**config.mk**
```make
export PLATFORM = sky130hd
export DESIGN_NAME = alp_controller_flat
export DESIGN_NICKNAME = d
export VERILOG_FILES = /design/src/rtl/alp_controller_if.sv /design/src/rtl/alp_controller.sv /design/src/flat_wrapper.sv
export SDC_FILE = /design/constraint.sdc
export NUM_CORES = 1
export LEC_CHECK = 0
export BUFFER_PORTS_ARGS = -buffer_cell sky130_fd_sc_hd__clkbuf_2
export CELL_PAD_IN_SITES_DETAIL_PLACEMENT = 1
export CELL_PAD_IN_SITES_GLOBAL_PLACEMENT = 2
export CORE_AREA = 2 2 68 70
export CTS_CLUSTER_DIAMETER = 120
export DETAILED_ROUTE_END_ITERATION = 7
export DIE_AREA = 0 0 70 72
export PLACE_DENSITY = 0.78
export SLEW_MARGIN = 20
export SYNTH_ARGS = -nofsm -noshare
export SYNTH_HDL_FRONTEND = slang
export SYNTH_SLANG_ARGS = --single-unit
```
**constraint.sdc**
```tcl
create_clock -name clk -period 1.4 [get_ports clk]
set_clock_uncertainty 0.05 [all_clocks]
set_input_delay 0.14 -clock clk [delete_from_list [all_inputs] [get_ports clk]]
set_output_delay 0.14 -clock clk [all_outputs]
set_load 0.01 [all_outputs]
```
**src/rtl/alp_controller_if.sv**
```systemverilog
// Control/status bundle between the ALP controller and its datapath.
// The controller plays the slave side: it takes the op request and status
// flags, and drives every datapath control line.
interface alp_controller_if;
  logic       i_start;
  logic [2:0] i_op;
  logic       i_Q0;
  logic       i_acc_sign;
  logic       i_r0_sign;
  logic       i_r1_sign;
  logic       i_E;
  logic       i_ERR;

  logic [2:0] o_ALUOp;
  logic [1:0] o_sel_srcA;
  logic [1:0] o_sel_srcB;
  logic [1:0] o_sel_r0;
  logic [1:0] o_sel_r1;
  logic       o_en_r0;
  logic       o_en_r1;
  logic       o_rst_r0;
  logic       o_rst_r1;
  logic       o_lft_rght_q;
  logic       o_ser_par_q;
  logic       o_rst_q;
  logic       o_rst_acc;
  logic       o_shft_sel;
  logic       o_r0_r1_sel;
  logic       o_err_upd;
  logic       o_e_upd;
  logic       o_rst_err_e;
  logic       o_busy;
  logic       o_done;

  modport slave (
    input  i_start, i_op, i_Q0, i_acc_sign, i_r0_sign, i_r1_sign, i_E, i_ERR,
    output o_ALUOp, o_sel_srcA, o_sel_srcB, o_sel_r0, o_sel_r1,
           o_en_r0, o_en_r1, o_rst_r0, o_rst_r1,
           o_lft_rght_q, o_ser_par_q, o_rst_q, o_rst_acc, o_shft_sel, o_r0_r1_sel,
           o_err_upd, o_e_upd, o_rst_err_e, o_busy, o_done
  );

  modport master (
    output i_start, i_op, i_Q0, i_acc_sign, i_r0_sign, i_r1_sign, i_E, i_ERR,
    input  o_ALUOp, o_sel_srcA, o_sel_srcB, o_sel_r0, o_sel_r1,
           o_en_r0, o_en_r1, o_rst_r0, o_rst_r1,
           o_lft_rght_q, o_ser_par_q, o_rst_q, o_rst_acc, o_shft_sel, o_r0_r1_sel,
           o_err_upd, o_e_upd, o_rst_err_e, o_busy, o_done
  );
endinterface

```
**src/rtl/alp_controller.sv**
```systemverilog
// ALP controller: latches an opcode on start, then sequences the datapath
// control lines. Single-cycle ops use one EXEC cycle; unsigned multiply is a
// shift-add loop of WIDTH add/shift pairs followed by a writeback of ACC:Q.
// All control lines come from registers decoded from the next state, except
// the multiply-add B select, which must follow the live Q LSB.
module alp_controller #(
  parameter int WIDTH = 4,
  parameter int CNT_W = 2
) (
  input  logic clk,
  input  logic clr_n,
  alp_controller_if.slave bus
);

  localparam logic [2:0] OP_LOAD = 3'b000;
  localparam logic [2:0] OP_NEG0 = 3'b001;
  localparam logic [2:0] OP_NEG1 = 3'b010;
  localparam logic [2:0] OP_ADD  = 3'b011;
  localparam logic [2:0] OP_SUB  = 3'b100;
  localparam logic [2:0] OP_MUL  = 3'b101;
  localparam logic [2:0] OP_CLR  = 3'b110;
  localparam logic [2:0] OP_RSVD = 3'b111;

  localparam logic [CNT_W-1:0] LAST_ITER = CNT_W'(WIDTH - 1);

  typedef enum logic [2:0] {
    IDLE,
    EXEC,
    MUL_INIT,
    MUL_ADD,
    MUL_SHIFT,
    MUL_WB,
    DONE
  } state_t;

  typedef struct packed {
    logic [2:0] aluOp;
    logic [1:0] selSrcA;
    logic [1:0] selSrcB;
    logic [1:0] selR0;
    logic [1:0] selR1;
    logic       enR0;
    logic       enR1;
    logic       rstR0;
    logic       rstR1;
    logic       lftRghtQ;
    logic       serParQ;
    logic       rstQ;
    logic       rstAcc;
    logic       shftSel;
    logic       r0R1Sel;
    logic       errUpd;
    logic       eUpd;
    logic       rstErrE;
    logic       busy;
    logic       done;
    logic       mulAdd;
  } ctrl_t;

  state_t           state_q, state_d;
  logic [2:0]       op_q, op_d;
  logic [CNT_W-1:0] cnt_q, cnt_d;
  ctrl_t            ctrl_q, ctrl_d;
  logic             unusedStatus;

  // Sign/E/ERR flags are reserved inputs in this revision.
  assign unusedStatus = ^{bus.i_acc_sign, bus.i_r0_sign, bus.i_r1_sign, bus.i_E, bus.i_ERR};

  // Next-state, opcode latch and iteration counter.
  always_comb begin
    state_d = state_q;
    op_d    = op_q;
    cnt_d   = cnt_q;
    case (state_q)
      IDLE: begin
        if (bus.i_start) begin
          op_d    = bus.i_op;
          state_d = (bus.i_op == OP_MUL) ? MUL_INIT : EXEC;
        end
      end
      EXEC:     state_d = DONE;
      MUL_INIT: begin
        cnt_d   = '0;
        state_d = MUL_ADD;
      end
      MUL_ADD:  state_d = MUL_SHIFT;
      MUL_SHIFT: begin
        cnt_d   = cnt_q + 1'b1;
        state_d = (cnt_q == LAST_ITER) ? MUL_WB : MUL_ADD;
      end
      MUL_WB:   state_d = DONE;
      DONE:     state_d = IDLE;
      default:  state_d = IDLE;
    endcase
  end

  // Control-line decode of the state being entered, so outputs can be registered.
  always_comb begin
    ctrl_d = '0;
    case (state_d)
      EXEC: begin
        case (op_d)
          OP_LOAD: begin
            ctrl_d.selR0 = 2'b10;
            ctrl_d.selR1 = 2'b10;
            ctrl_d.enR0  = 1'b1;
            ctrl_d.enR1  = 1'b1;
          end
          OP_NEG0: begin
            ctrl_d.selSrcA = 2'b01;
            ctrl_d.aluOp   = 3'b010;
            ctrl_d.enR0    = 1'b1;
          end
          OP_NEG1: begin
            ctrl_d.selSrcB = 2'b01;
            ctrl_d.aluOp   = 3'b001;
            ctrl_d.enR1    = 1'b1;
          end
          OP_ADD, OP_SUB: begin
            ctrl_d.selSrcA = 2'b01;
            ctrl_d.selSrcB = 2'b01;
            ctrl_d.aluOp   = (op_d == OP_SUB) ? 3'b001 : 3'b000;
            ctrl_d.enR0    = 1'b1;
            ctrl_d.errUpd  = 1'b1;
            ctrl_d.eUpd    = 1'b1;
          end
          OP_CLR: begin
            ctrl_d.rstR0   = 1'b1;
            ctrl_d.rstR1   = 1'b1;
            ctrl_d.rstQ    = 1'b1;
            ctrl_d.rstAcc  = 1'b1;
            ctrl_d.rstErrE = 1'b1;
          end
          OP_RSVD: ctrl_d.errUpd = 1'b1;
          default: ;
        endcase
      end
      MUL_INIT: begin
        ctrl_d.rstAcc  = 1'b1;
        ctrl_d.serParQ = 1'b1;
        ctrl_d.rstErrE = 1'b1;
      end
      MUL_ADD: begin
        ctrl_d.selSrcA = 2'b11;
        ctrl_d.mulAdd  = 1'b1;
      end
      MUL_SHIFT: begin
        ctrl_d.shftSel  = 1'b1;
        ctrl_d.lftRghtQ = 1'b1;
      end
      MUL_WB: begin
        ctrl_d.selR0 = 2'b01;
        ctrl_d.selR1 = 2'b01;
        ctrl_d.enR0  = 1'b1;
        ctrl_d.enR1  = 1'b1;
      end
      DONE:    ctrl_d.done = 1'b1;
      default: ;
    endcase
    ctrl_d.busy = (state_d != IDLE) && (state_d != DONE);
  end

  // State, opcode, counter and control-line registers; reset aborts any op.
  always_ff @(posedge clk or negedge clr_n) begin
    if (!clr_n) begin
      state_q <= IDLE;
      op_q    <= '0;
      cnt_q   <= '0;
      ctrl_q  <= '0;
    end else begin
      state_q <= state_d;
      op_q    <= op_d;
      cnt_q   <= cnt_d;
      ctrl_q  <= ctrl_d;
    end
  end

  assign bus.o_ALUOp      = ctrl_q.aluOp;
  assign bus.o_sel_srcA   = ctrl_q.selSrcA;
  assign bus.o_sel_srcB   = ctrl_q.selSrcB | {1'b0, ctrl_q.mulAdd & bus.i_Q0};
  assign bus.o_sel_r0     = ctrl_q.selR0;
  assign bus.o_sel_r1     = ctrl_q.selR1;
  assign bus.o_en_r0      = ctrl_q.enR0;
  assign bus.o_en_r1      = ctrl_q.enR1;
  assign bus.o_rst_r0     = ctrl_q.rstR0;
  assign bus.o_rst_r1     = ctrl_q.rstR1;
  assign bus.o_lft_rght_q = ctrl_q.lftRghtQ;
  assign bus.o_ser_par_q  = ctrl_q.serParQ;
  assign bus.o_rst_q      = ctrl_q.rstQ;
  assign bus.o_rst_acc    = ctrl_q.rstAcc;
  assign bus.o_shft_sel   = ctrl_q.shftSel;
  assign bus.o_r0_r1_sel  = ctrl_q.r0R1Sel;
  assign bus.o_err_upd    = ctrl_q.errUpd;
  assign bus.o_e_upd      = ctrl_q.eUpd;
  assign bus.o_rst_err_e  = ctrl_q.rstErrE;
  assign bus.o_busy       = ctrl_q.busy;
  assign bus.o_done       = ctrl_q.done;

endmodule

```
**src/flat_wrapper.sv**
```systemverilog
// flat-port wrapper written by rule: the top's interface ports become plain ports
module alp_controller_flat 
#(
  parameter int WIDTH = 4,
  parameter int CNT_W = 2
)
  (clk, clr_n, bus_i_start, bus_i_op, bus_i_Q0, bus_i_acc_sign, bus_i_r0_sign, bus_i_r1_sign, bus_i_E, bus_i_ERR, bus_o_ALUOp, bus_o_sel_srcA, bus_o_sel_srcB, bus_o_sel_r0, bus_o_sel_r1, bus_o_en_r0, bus_o_en_r1, bus_o_rst_r0, bus_o_rst_r1, bus_o_lft_rght_q, bus_o_ser_par_q, bus_o_rst_q, bus_o_rst_acc, bus_o_shft_sel, bus_o_r0_r1_sel, bus_o_err_upd, bus_o_e_upd, bus_o_rst_err_e, bus_o_busy, bus_o_done);
  alp_controller_if bus_i ();
  input  logic clk;
  input  logic clr_n;
  input wire logic [$bits(bus_i.i_start)-1:0] bus_i_start;
  input wire logic [$bits(bus_i.i_op)-1:0] bus_i_op;
  input wire logic [$bits(bus_i.i_Q0)-1:0] bus_i_Q0;
  input wire logic [$bits(bus_i.i_acc_sign)-1:0] bus_i_acc_sign;
  input wire logic [$bits(bus_i.i_r0_sign)-1:0] bus_i_r0_sign;
  input wire logic [$bits(bus_i.i_r1_sign)-1:0] bus_i_r1_sign;
  input wire logic [$bits(bus_i.i_E)-1:0] bus_i_E;
  input wire logic [$bits(bus_i.i_ERR)-1:0] bus_i_ERR;
  output wire logic [$bits(bus_i.o_ALUOp)-1:0] bus_o_ALUOp;
  output wire logic [$bits(bus_i.o_sel_srcA)-1:0] bus_o_sel_srcA;
  output wire logic [$bits(bus_i.o_sel_srcB)-1:0] bus_o_sel_srcB;
  output wire logic [$bits(bus_i.o_sel_r0)-1:0] bus_o_sel_r0;
  output wire logic [$bits(bus_i.o_sel_r1)-1:0] bus_o_sel_r1;
  output wire logic [$bits(bus_i.o_en_r0)-1:0] bus_o_en_r0;
  output wire logic [$bits(bus_i.o_en_r1)-1:0] bus_o_en_r1;
  output wire logic [$bits(bus_i.o_rst_r0)-1:0] bus_o_rst_r0;
  output wire logic [$bits(bus_i.o_rst_r1)-1:0] bus_o_rst_r1;
  output wire logic [$bits(bus_i.o_lft_rght_q)-1:0] bus_o_lft_rght_q;
  output wire logic [$bits(bus_i.o_ser_par_q)-1:0] bus_o_ser_par_q;
  output wire logic [$bits(bus_i.o_rst_q)-1:0] bus_o_rst_q;
  output wire logic [$bits(bus_i.o_rst_acc)-1:0] bus_o_rst_acc;
  output wire logic [$bits(bus_i.o_shft_sel)-1:0] bus_o_shft_sel;
  output wire logic [$bits(bus_i.o_r0_r1_sel)-1:0] bus_o_r0_r1_sel;
  output wire logic [$bits(bus_i.o_err_upd)-1:0] bus_o_err_upd;
  output wire logic [$bits(bus_i.o_e_upd)-1:0] bus_o_e_upd;
  output wire logic [$bits(bus_i.o_rst_err_e)-1:0] bus_o_rst_err_e;
  output wire logic [$bits(bus_i.o_busy)-1:0] bus_o_busy;
  output wire logic [$bits(bus_i.o_done)-1:0] bus_o_done;
  assign bus_i.i_start = bus_i_start;
  assign bus_i.i_op = bus_i_op;
  assign bus_i.i_Q0 = bus_i_Q0;
  assign bus_i.i_acc_sign = bus_i_acc_sign;
  assign bus_i.i_r0_sign = bus_i_r0_sign;
  assign bus_i.i_r1_sign = bus_i_r1_sign;
  assign bus_i.i_E = bus_i_E;
  assign bus_i.i_ERR = bus_i_ERR;
  assign bus_o_ALUOp = bus_i.o_ALUOp;
  assign bus_o_sel_srcA = bus_i.o_sel_srcA;
  assign bus_o_sel_srcB = bus_i.o_sel_srcB;
  assign bus_o_sel_r0 = bus_i.o_sel_r0;
  assign bus_o_sel_r1 = bus_i.o_sel_r1;
  assign bus_o_en_r0 = bus_i.o_en_r0;
  assign bus_o_en_r1 = bus_i.o_en_r1;
  assign bus_o_rst_r0 = bus_i.o_rst_r0;
  assign bus_o_rst_r1 = bus_i.o_rst_r1;
  assign bus_o_lft_rght_q = bus_i.o_lft_rght_q;
  assign bus_o_ser_par_q = bus_i.o_ser_par_q;
  assign bus_o_rst_q = bus_i.o_rst_q;
  assign bus_o_rst_acc = bus_i.o_rst_acc;
  assign bus_o_shft_sel = bus_i.o_shft_sel;
  assign bus_o_r0_r1_sel = bus_i.o_r0_r1_sel;
  assign bus_o_err_upd = bus_i.o_err_upd;
  assign bus_o_e_upd = bus_i.o_e_upd;
  assign bus_o_rst_err_e = bus_i.o_rst_err_e;
  assign bus_o_busy = bus_i.o_busy;
  assign bus_o_done = bus_i.o_done;
  alp_controller #(.WIDTH(WIDTH), .CNT_W(CNT_W)) u_core (.clk(clk), .clr_n(clr_n), .bus(bus_i));
endmodule
```
### Yosys cells after proc, flatten, opt, wreduce, memory -nomap -nowiden

Cells that the tools add are included.

| storage, ports and cells | value |
|---|---|
| bits of input ports | 12 |
| output and inout port bits | 26 |
| word-level logic and storage cells | 88 |
| flip-flop bits (word level) | 32 |

| operators by class | value |
|---|---|
| reductions and logical operators | 12 |
| multiplexer cells | 31 |
| equality and inequality tests | 20 |
| $add $sub $neg | 1 |
| bitwise operators | 2 |

Operators by type and width:

| operator | count |
|---|---|
| == test 3 bit, second input constant | 9 |
| == test 3 x 2 -> 1 bit, second input constant | 6 |
| two-way mux 3 bit | 5 |
| case mux 3 bit (5 select lines) | 1 |
| two-way mux 1 bit | 14 |
| case mux 6 bit (2 select lines) | 1 |
| == test 3 x 1 -> 1 bit, second input constant | 3 |
| case mux 3 bit (3 select lines) | 1 |
| OR reduction 3 bit | 3 |
| two-way mux 2 bit | 4 |
| case mux 2 bit (2 select lines) | 2 |
| logical NOT 3 bit | 2 |
| OR reduction 2 bit | 3 |
| two-way mux 4 bit | 1 |
| case mux 1 bit (2 select lines) | 2 |
| OR reduction 4 bit | 1 |
| inequality test 3 bit, second input constant | 1 |
| nonzero test 3 bit | 1 |
| adder 2 x 1 -> 2 bit, second input constant | 1 |
| == test 2 bit, second input constant | 1 |
| nonzero test 2 bit | 1 |
| bitwise AND 1 bit | 1 |
| logical AND 1 bit | 1 |
| OR 1 bit | 1 |

### Longest topological paths before layout

| depth | value |
|---|---|
| depth after elaboration | 6 |
| depth in mapped cells | 5 |
| mapped depth without buffers | 5 |

### Worst setup path before layout

Ideal clock, no wire load.

| path | value |
|---|---|
| path kind | reg2reg |
| start | register u_core.state_q[2] |
| end | register u_core.ctrl_q, in the netlist u_core.bus.o_ALUOp[1] |
| arrival | 1.218 ns |
| data required time | 1.270 ns |
| setup time | 0.080 ns |
| period minus slack after synthesis | 1.348 ns |
| stages on the path, launching flop included | 4 |
| path slack | 0.052 ns |
| buffers on the path | 1 |
| cell sequence | dfrtp_1 > or4b_4 > buf_6 > nor3b_2 |

RTL lines:

| element | line | text |
|---|---|---|
| start, declared | alp_controller.sv:60 | `state_t state_q, state_d;` |
| start signal, assigned | alp_controller.sv:171 | `state_q <= state_d;` |
| end signal, assigned | alp_controller.sv:174 | `ctrl_q <= ctrl_d;` |
| end, declared | alp_controller.sv:63 | `ctrl_t ctrl_q, ctrl_d;` |

### Worst setup path in the final report

| path | value |
|---|---|
| start | register u_core.state_q[0] |
| end | register u_core.ctrl_q, in the netlist u_core.bus.o_sel_r0[1] |

| on the way | value |
|---|---|
| longest elaborated chain between the ends | 5 |
| elaborated cells between the ends (all ways) | 15 |
| those cells by class | eq/ne (7); mux (5); reduce/logical (3) |

Ends and longest elaborated chain:

| element | line | text |
|---|---|---|
| == test 3 x 1 -> 1 bit (tied with other cells) | alp_controller.sv:74 | `case (state_q)` |
| OR reduction 2 bit (no line) or two-way mux 3 bit (tied branches) | - |  |
| case mux 3 bit (5 select lines) or logical NOT 3 bit (tied branches) | alp_controller.sv:74, alp_controller.sv:102 |  |
| == test 3 bit (tied with other cells) | alp_controller.sv:100 | `case (state_d)` |
| case mux 6 bit (2 select lines) * | alp_controller.sv:100 |  |

Every way passes the cells marked *; elsewhere a longest branch is shown, timed or not.
A chain may end at the register's enable or synchronous reset.

==> flow_metrics.env <==
export IMPL_synth_top_cell_area_share_pct=52.6
export IMPL_cp_max_fo=5
export IMPL_worstRegToRegCells=3
export IMPL_routed_wl_um=2260
export IMPL_maxCapViolCount=0
export IMPL_path_clk_slew_ns=0.08
export IMPL_finalHoldViolations=0
export IMPL_detail_route_antenna_nets=0
export IMPL_die_x_um=70
export IMPL_synth_edf_count=0
export IMPL_synth_area_per_cell_um2=11.2
export IMPL_cts_htree_levels=1
export IMPL_yosys_top_cells_count="23 x dfrtp_1, 16 x buf_4, 7 x a21oi_1, 6 x nand2_1, 5 x nor2_1"
export IMPL_drt_met1_wl_um=937
export IMPL_hold_class="in -> reg"
export IMPL_wl_met3_um=67
export IMPL_crit_family="simple AND/OR/NAND/NOR gates"
export IMPL_synth_top_family_by_area="simple AND/OR/NAND/NOR gates"
export IMPL_setup_ws_ns=-0.0396
export IMPL_synthDistinctLibCells=34
export IMPL_io_pins=38
export IMPL_power_density_nw_per_um2=1760
export IMPL_area_growth_pct=26.3
export IMPL_core_rowCount=24
export IMPL_cp_slowest_stage_delay_ns=0.59
export IMPL_p_leak_uw=0.000718
export IMPL_critPathBufInv=1
export IMPL_drt_initial_drc_count=11
export IMPL_clock_path_buffers=2
export IMPL_grt_max_degree=24
export IMPL_cts_tree="built"
export IMPL_viasPerCell=4.32
export IMPL_synth_compound_area_share_pct=10.2
export IMPL_arrival_ns=1.56
export IMPL_fp_coreArea_um2=4260
export IMPL_status="finished, violations left"
export IMPL_die_area_um2=5040
export IMPL_cp_start_kind="register"
export IMPL_initial_core_util_pct=25.6
export IMPL_antenna_found_initial=0
export IMPL_grt_pass1_wl_um=3820
export IMPL_synth_async_reset_ratio_pct=100
export IMPL_critical_path_startpoint="u_core.state_q[0]"
export IMPL_power_uw=2430
export IMPL_cts_buffers=3
export IMPL_vias=769
export IMPL_drive_gt1_share_pct=48.4
export IMPL_ys_flop_type="dfrtp_1"
export IMPL_crit_path_cell_trace="or4b_4 -> buf_6 -> nor4_4"
export IMPL_fmax_ghz=0.695
export IMPL_ys_ff_latch=23
export IMPL_crit_end="u_core.bus.o_sel_r0[1]"
export IMPL_regToRegSetupSlack_ns=-0.04
export IMPL_synth_largest_area_cell="dfrtp_1"
export IMPL_yosys_top_cells_area="dfrtp_1 53%, buf_4 11%, a21oi_1 3.2%"
export IMPL_synth_fa_ha_area_share_pct=1.14
export IMPL_period_share_pct=103
export IMPL_setup_viol=3
export IMPL_path_depth=3
export IMPL_dr_pass1_iters=4
export IMPL_finalMaxSlewViolations=0
export IMPL_grt_usage_pct=9.58
export IMPL_dp_hpwl_um=1680
export IMPL_fin_nets=140
export IMPL_critical_path_class="reg -> reg"
export IMPL_fin_crit_ns=1.44
export IMPL_syn_inst=98
export IMPL_io_buffers=29
export IMPL_wl_met2_um=1190
export IMPL_vdd_drop_max_v=0.000633
export IMPL_seq_area_frac_synth_pct=52.6
export IMPL_worstSkewPairLatency_ns=0.26
export IMPL_synth_xor_area_share_pct=1.60
export IMPL_top_layer_used="met4"
export IMPL_regArea_um2=576
export IMPL_rsz0062_at_grt="true"
export IMPL_synth_mux_area_share_pct=1.95
export IMPL_first_global_vias=783
export IMPL_multiInputGateArea_um2=420
export IMPL_setup_tns_final_ns=-0.100
export IMPL_drc_errors=0
export IMPL_wl_per_cell_um=12.7
export IMPL_synth_simple_area_share_pct=17.5
export IMPL_r2r_end="u_core.bus.o_sel_r0[1]"
export IMPL_place_congestion=0.738
export IMPL_synth_most_common_cell="dfrtp_1"
export IMPL_antennaDiodeCount=0
export IMPL_cp_end_kind="register"
export IMPL_root_buffer="clkbuf_8"
export IMPL_violations="negative setup slack"
export IMPL_tightestPinTransition_ns=0.549
export IMPL_relSlewSlack_pct=63.4
export IMPL_clock_sinks=23
export IMPL_nFillCells=497
export IMPL_syn_area_um2=1090
export IMPL_dieHeight_um=72
export IMPL_overflow=0
export IMPL_cpMaxStageDelayCell="or4b_4"
export IMPL_yosys_warnings=0
export IMPL_cp_required_ns=1.52
export IMPL_timing_rr_start="u_core.state_q[0]"
-- per-stage QoR --
step,std cells,setup slack [ns],util [%],cell area [um^2],hold slack (ns)
finish,178,-0.0396,32.4,1380,0.0820
global placement,173,-0.0236,29.5,1260,0.0990
CTS,178,-0.0304,31.7,1350,0.0794
floorplan,100,0.0520,-,1100,-0.206
detailed placement,173,-0.0550,29.5,1260,0.110
global route,178,-0.0820,32.4,1380,0.0968
-- layer usage --
metal	vias up	global-route usage [%]
met4	0	5.77
met1	380	10.8
met3	4	0.694
met5	-	0
met2	16	17.8
li1	369	-
-- cell type report --
type                       count  share of cell area, %
sequential                    23                   41.7
multi-input combinational     53                   30.4
timing repair buffer          43                   19.1
tap                           52                   4.71
clock buffer                   4                   3.26
inverter                       3                  0.815
-- power by group --
part	internal, uW	switching (uW)	total (uW)	leakage, uW
Sequential	839	90.6	929	0.000306
Clock	203	209	412	0.0000228
Combinational	538	554	1090	0.000389
Total	1580	853	2430	0.000718
-- how the worst min path moves through the flow --
stage | from | end | slack, ns | cells past startpoint
final | bus_i_op[1] | u_core.bus.o_ser_par_q | 0.08 | 2
after global routing | bus_i_op[1] | u_core.bus.o_ser_par_q | 0.1 | 2
after CTS | bus_i_op[1] | u_core.bus.o_ser_par_q | 0.08 | 2
after detailed placement | clr_n | u_core.bus.o_en_r1 | 0.11 | 1
after global placement | clr_n | u_core.bus.o_en_r0 | 0.1 | 1
after floorplan | clr_n | u_core.bus.o_ALUOp[0] | -0.21 | 0
-- layout by cell type, fill, tap and decap left out, drive strengths merged, types with 3 or more instances in the layout --
cell	instances
a21oi	7
a22o	3
buf	13
clkbuf	33
conb	3
dfrtp	23
inv	3
nand2	6
nor2	5
nor3	3
-- cell families (layout without fill, tap and decap cells) --
group / after synthesis / after routing
simple gates: 28 / 28
flops: 23 / 23
compound gates: 17 / 17
buf+inv: 24 / 50
other cells: 1 / 3
fa+ha+maj: 1 / 1
xor+xnor: 2 / 2
mux: 2 / 2
-- repair_timing --
action / in CTS / in global routing
hold buffers: 1 / 0
pin swaps: 3 / 1
hold endpoints to repair: 23 / 0
endpoints found under the setup margin: 10 / 12
gates resized for setup: 8 / 5
buffers inserted: 0 / 0
-- state kept, by name, summed over array words and instances, names as in the netlist --
signal                   flops
u_core.state_q               3
u_core.bus.o_ALUOp           2
u_core.bus.o_sel_r0          2
u_core.bus.o_sel_srcA        2
u_core.cnt_q                 2
u_core.ctrl_q                2
u_core.bus.o_busy            1
u_core.bus.o_done            1
u_core.bus.o_e_upd           1
u_core.bus.o_en_r0           1
u_core.bus.o_en_r1           1
u_core.bus.o_err_upd         1
u_core.bus.o_lft_rght_q      1
u_core.bus.o_rst_acc         1
u_core.bus.o_rst_q           1
u_core.bus.o_ser_par_q       1
-- worst register-to-register path, cell delays in order (launching register included) --
cell and delay [ns]:
dfrtp_1 0.41, or4b_4 0.59, buf_6 0.17, nor4_4 0.13
Power figures use the tool's default switching activity.
